`config.mk`:
```
export PLATFORM = sky130hd
export DESIGN_NAME = byte_serializer
export DESIGN_NICKNAME = d
export VERILOG_FILES = /design/src/rtl/byte_serializer.sv
export SDC_FILE = /design/constraint.sdc
export NUM_CORES = 1
export LEC_CHECK = 0
export ABC_AREA = 1
export ABC_CLOCK_PERIOD_IN_PS = 3100
export BUFFER_PORTS_ARGS = -buffer_cell sky130_fd_sc_hd__buf_4
export CORE_ASPECT_RATIO = 1.1
export CORE_MARGIN = 10
export CORE_UTILIZATION = 55
export DETAILED_ROUTE_END_ITERATION = 8
export PLACE_DENSITY = 0.77
export SYNTH_ARGS = -nofsm -noshare
export SYNTH_HDL_FRONTEND = slang
export SYNTH_SLANG_ARGS = --single-unit
```
`constraint.sdc`:
```
create_clock -name clk -period 3.1 [get_ports clk]
set_input_delay 0.465 -clock clk [delete_from_list [all_inputs] [get_ports clk]]
set_output_delay 0.465 -clock clk [all_outputs]
set_load 0.01 [all_outputs]
```
`src/rtl/byte_serializer.sv`:
```
// byte_serializer: 8-bit parallel-to-serial framer, MSB first, with a one-byte holding buffer.
// Define BYTE_SERIALIZER_PARITY_EN to append an even-parity bit to every frame (9-bit frames).
module byte_serializer (
    input  logic       clk,
    input  logic       rst,
    input  logic       flush,
    input  logic [7:0] in_data,
    input  logic       in_valid,
    output logic       in_ready,
    output logic       bit_out,
    output logic       bit_valid,
    output logic       frame_start,
    output logic       frame_last
);

    // state | meaning
    // IDLE  | no frame on the line, shift register empty
    // SHIFT | frame in progress, cnt_q indexes the bit being driven

`ifdef BYTE_SERIALIZER_PARITY_EN
    localparam logic [3:0] LAST_IDX = 4'd8;
`else
    localparam logic [3:0] LAST_IDX = 4'd7;
`endif

    typedef enum logic {
        IDLE  = 1'b0,
        SHIFT = 1'b1
    } state_t;

    state_t     state_q, state_nxt;
    logic [7:0] shift_q, shift_nxt;
    logic [7:0] hold_q, hold_nxt;
    logic       hold_full_q, hold_full_nxt;
    logic [3:0] cnt_q, cnt_nxt;
    logic       accept;
    logic       last_bit;
`ifdef BYTE_SERIALIZER_PARITY_EN
    logic       par_q, par_nxt;
`endif

    assign in_ready = ~hold_full_q;
    assign accept   = in_valid & in_ready;
    assign last_bit = (cnt_q == LAST_IDX);

    always_ff @(posedge clk or posedge rst) begin
        if (rst) begin
            state_q     <= IDLE;
            shift_q     <= 8'h00;
            hold_q      <= 8'h00;
            hold_full_q <= 1'b0;
            cnt_q       <= 4'd0;
`ifdef BYTE_SERIALIZER_PARITY_EN
            par_q       <= 1'b0;
`endif
        end else begin
            state_q     <= state_nxt;
            shift_q     <= shift_nxt;
            hold_q      <= hold_nxt;
            hold_full_q <= hold_full_nxt;
            cnt_q       <= cnt_nxt;
`ifdef BYTE_SERIALIZER_PARITY_EN
            par_q       <= par_nxt;
`endif
        end
    end

    always_comb begin
        state_nxt     = state_q;
        shift_nxt     = shift_q;
        hold_nxt      = hold_q;
        hold_full_nxt = hold_full_q;
        cnt_nxt       = cnt_q;
`ifdef BYTE_SERIALIZER_PARITY_EN
        par_nxt       = par_q;
`endif
        if (flush) begin
            // flush wins over any byte offered in the same cycle
            state_nxt     = IDLE;
            shift_nxt     = 8'h00;
            hold_nxt      = 8'h00;
            hold_full_nxt = 1'b0;
            cnt_nxt       = 4'd0;
`ifdef BYTE_SERIALIZER_PARITY_EN
            par_nxt       = 1'b0;
`endif
        end else begin
            case (state_q)
                IDLE: begin
                    if (accept) begin
                        state_nxt = SHIFT;
                        shift_nxt = in_data;
                        cnt_nxt   = 4'd0;
`ifdef BYTE_SERIALIZER_PARITY_EN
                        par_nxt   = ^in_data;
`endif
                    end
                end
                SHIFT: begin
                    if (!last_bit) begin
                        shift_nxt = {shift_q[6:0], 1'b0};
                        cnt_nxt   = cnt_q + 4'd1;
                        if (accept) begin
                            hold_nxt      = in_data;
                            hold_full_nxt = 1'b1;
                        end
                    end else if (hold_full_q) begin
                        shift_nxt     = hold_q;
                        hold_full_nxt = 1'b0;
                        cnt_nxt       = 4'd0;
`ifdef BYTE_SERIALIZER_PARITY_EN
                        par_nxt       = ^hold_q;
`endif
                    end else if (accept) begin
                        shift_nxt = in_data;
                        cnt_nxt   = 4'd0;
`ifdef BYTE_SERIALIZER_PARITY_EN
                        par_nxt   = ^in_data;
`endif
                    end else begin
                        state_nxt = IDLE;
                        shift_nxt = 8'h00;
                        cnt_nxt   = 4'd0;
                    end
                end
                default: state_nxt = IDLE;
            endcase
        end
    end

    assign bit_valid   = (state_q == SHIFT);
    assign frame_start = bit_valid & (cnt_q == 4'd0);
    assign frame_last  = bit_valid & last_bit;

`ifdef BYTE_SERIALIZER_PARITY_EN
    // parity bit rides after the data bits; the shift register is empty by then
    assign bit_out = bit_valid & (last_bit ? par_q : shift_q[7]);
`else
    assign bit_out = bit_valid & shift_q[7];
`endif

endmodule
```
==> run_results.csv <==
group,metric,value,unit
sta,rsz0062_at_grt,"false",
final_layout,drive_above_1_share,0.232,
power,cellPowerDensity,410,nW/um^2
run,cap_violations,0,
floorplan,core_area,2300,sq um
hold_path,hold_path.class,"in2async",
synthesis,synth_top_area_share,0.409,
worst_setup_path,crit_end,"frame_last",
sta,fin_crit,1.93,ns
floorplan,die_y,71.9,um
synthesis,synth_area,1350,sq um
final_layout,mostFrequentLayoutCell,"nand2_1",
final_layout,antenna_cells,0,
final_layout,layout_common_cells,"63 x nand2_1, 22 x dfrtp_1, 16 x buf_4",
synthesis,ys_types,24,
place,port-buffer-count,16,
global_route,grt_use_total,0.131,
clocking,cts_made_buffers,3,
global_route,antenna_found_initial,0,
sta,finalHoldViolations,0,
worst_setup_path,r2r_end,"shift_q[6]$_DFFE_PP0P_",
clocking,cts_buffer_depth,2,
power,ir_worst_vdd,0.000267,V
sta,slew_headroom,0.447,
synthesis,ys_ff_latch,22,
sta,finClkSkew,0.00227,ns
sta,tightest_slew,0.829,ns
place,placed_area,1480,sq um
sta,setup-violations-final,0,
place,hpwl,2310,um
clocking,clk_latency,0.31,ns
worst_setup_path,crit_fanout,9,
routing,drc_errors,0,
sta,post-route-period-util,0.624,
sta,setup_tns,0,ns
sta,report.final.slew_viol_count,0,
final_layout,num-nets-final,205,
synthesis,synth_area_leader_cell,"dfrtp_1",
power,p_leak,0.751,nW
floorplan,die_area,4830,sq um
routing,antenna_left,0,
floorplan,start_util,0.586,
clocking,cts_resized,0,
synthesis,synth_nets,187,
routing,drt-pass1-iter-count,4,
worst_setup_path,arrival,1.47,ns
global_route,grt_pass1_wl,5120,um
final_layout,fill_cells,209,
final_layout,utilization,0.658,
floorplan,rows,18,
worst_setup_path,rr_startpoint,"cnt_q[1]$_DFFE_PP0P_",
global_route,overflow,0,
worst_setup_path,r2r_setup_slack,1.69,ns
floorplan,ios,17,
synthesis,synth_area_per_cell,7.78,sq um
clocking,ctsHtreeMaxLevel,1,
routing,viasPerCell,5.42,
synthesis,synthTopCellsByArea,"dfrtp_1 41%, nand2_1 18%, nand3_1 5.6%",
final_layout,syn_to_final_growth,12.4,%
worst_setup_path,startpoint,"cnt_q[1]$_DFFE_PP0P_",
routing,drt_iter0_markers,75,
run_status,outcome,"finished, final reports clean",
routing,routedWlPerCell,13.7,um
worst_setup_path,worstPathRequired,2.63,ns
worst_setup_path,startpoint_type,"register",
final_layout,regArea,551,sq um
routing,drt-total-wl,3010,um
clocking,cts_sinks,22,
clocking,path_clk_slew,0.13,ns
floorplan,die_x,67.2,um
power,p_total,0.000620,W
synthesis,yosysSeqAreaShare,0.409,
routing,vias,1193,
final_layout,final_area,1510,sq um
worst_setup_path,worst-r2r-cell-count,8,
synthesis,ys_warn_count,0,
place,gp_congestion,0.802,
sta,max_freq,517,MHz
clocking,cts-root-buf,"clkbuf_4",
clocking,cts_setup_buffers,0,
worst_setup_path,end_kind,"output port",
global_route,grt_start_max_net_pins,23,
global_route,grt_pass1_vias,1165,
final_layout,multi_input_area,686,sq um
synthesis,netlist_instances,173,
clocking,cts_tree,"done",
worst_setup_path,worstSetupPathType,"reg2out",
clocking,postCtsHoldBufs,0,
-- report_power, final --
part	internal (W)	switching (W)	total (W)
Combinational	0.0000465	0.0000785	0.000125
Sequential	0.000309	0.0000203	0.000329
Clock	0.0000718	0.0000942	0.000166
-- flip-flops by register name, indices dropped and copies added (netlist names) --
signal and cells:
hold_full_q 1, hold_q 8, shift_q 8, cnt_q 4, bit_valid 1
-- cells in the mapped netlist, drive strengths merged --
cell / number
nand3: 21
inv: 20
nor3: 1
o211ai: 3
o22ai: 1
dfrtp: 22
o31ai: 1
o21ai: 18
ha: 2
nand2: 67
nor2: 14
buf: 3
-- worst max-delay path, stage by stage (launching register included) --
cell and delay (ns):
dfrtp_1 0.40, ha_1 0.29, nand3_4 0.18, nor2_4 0.15
buf_4 0.14
-- cell families (layout without fill, tap and decap cells) --
family / Yosys count / in the layout / share of synthesized area
AO/OA/AOI/OAI: 23 / 23 / 0.102
adder cells (fa/ha/maj): 2 / 2 / 0.0186
buffers and inverters: 23 / 40 / 0.0818
flip-flops: 22 / 22 / 0.409
AND/OR/NAND/NOR: 103 / 103 / 0.388
-- worst min path at each step --
stage / from / endpoint / slack (ns) / cells past startpoint
2_1_floorplan: rst / bit_valid$_DFF_PP0_ / 0.45 / 1
3_3_place_gp: shift_q[6]$_DFFE_PP0P_ / shift_q[6]$_DFFE_PP0P_ / 0.47 / 2
3_5_place_dp: shift_q[3]$_DFFE_PP0P_ / shift_q[3]$_DFFE_PP0P_ / 0.48 / 2
4_1_cts: rst / shift_q[2]$_DFFE_PP0P_ / 0.33 / 2
5_1_grt: flush / hold_full_q$_DFFE_PP0P_ / 0.36 / 2
6_report: rst / shift_q[2]$_DFFE_PP0P_ / 0.30 / 2
-- metrics by stage --
| stage | worst slack [ns] | hold slack (ns) | cells |
|---|---|---|---|
| detailed placement | 1.53 | 0.476 | 216 |
| CTS | 1.17 | 0.332 | 220 |
| global placement | 1.57 | 0.465 | 216 |
| floorplan | 1.71 | 0.449 | 173 |
| finish | 1.17 | 0.301 | 220 |
| global route | 1.09 | 0.356 | 220 |
-- per-layer routing --
layer,GRT usage,wire length [um],up-vias
met5,0,0,-
met4,0.0457,22,0
met3,0.0261,173,4
met2,0.212,1500,44
met1,0.168,1310,553
li1,-,-,592
-- layout make-up --
class,instances,area share
Timing Repair Buffer,16,0.0794
Inverter,20,0.0546
Tap cell,30,0.0248
Clock buffer,4,0.0240
Sequential cell,22,0.364
Multi-Input combinational cell,128,0.453
Power figures use the tool's default switching activity.
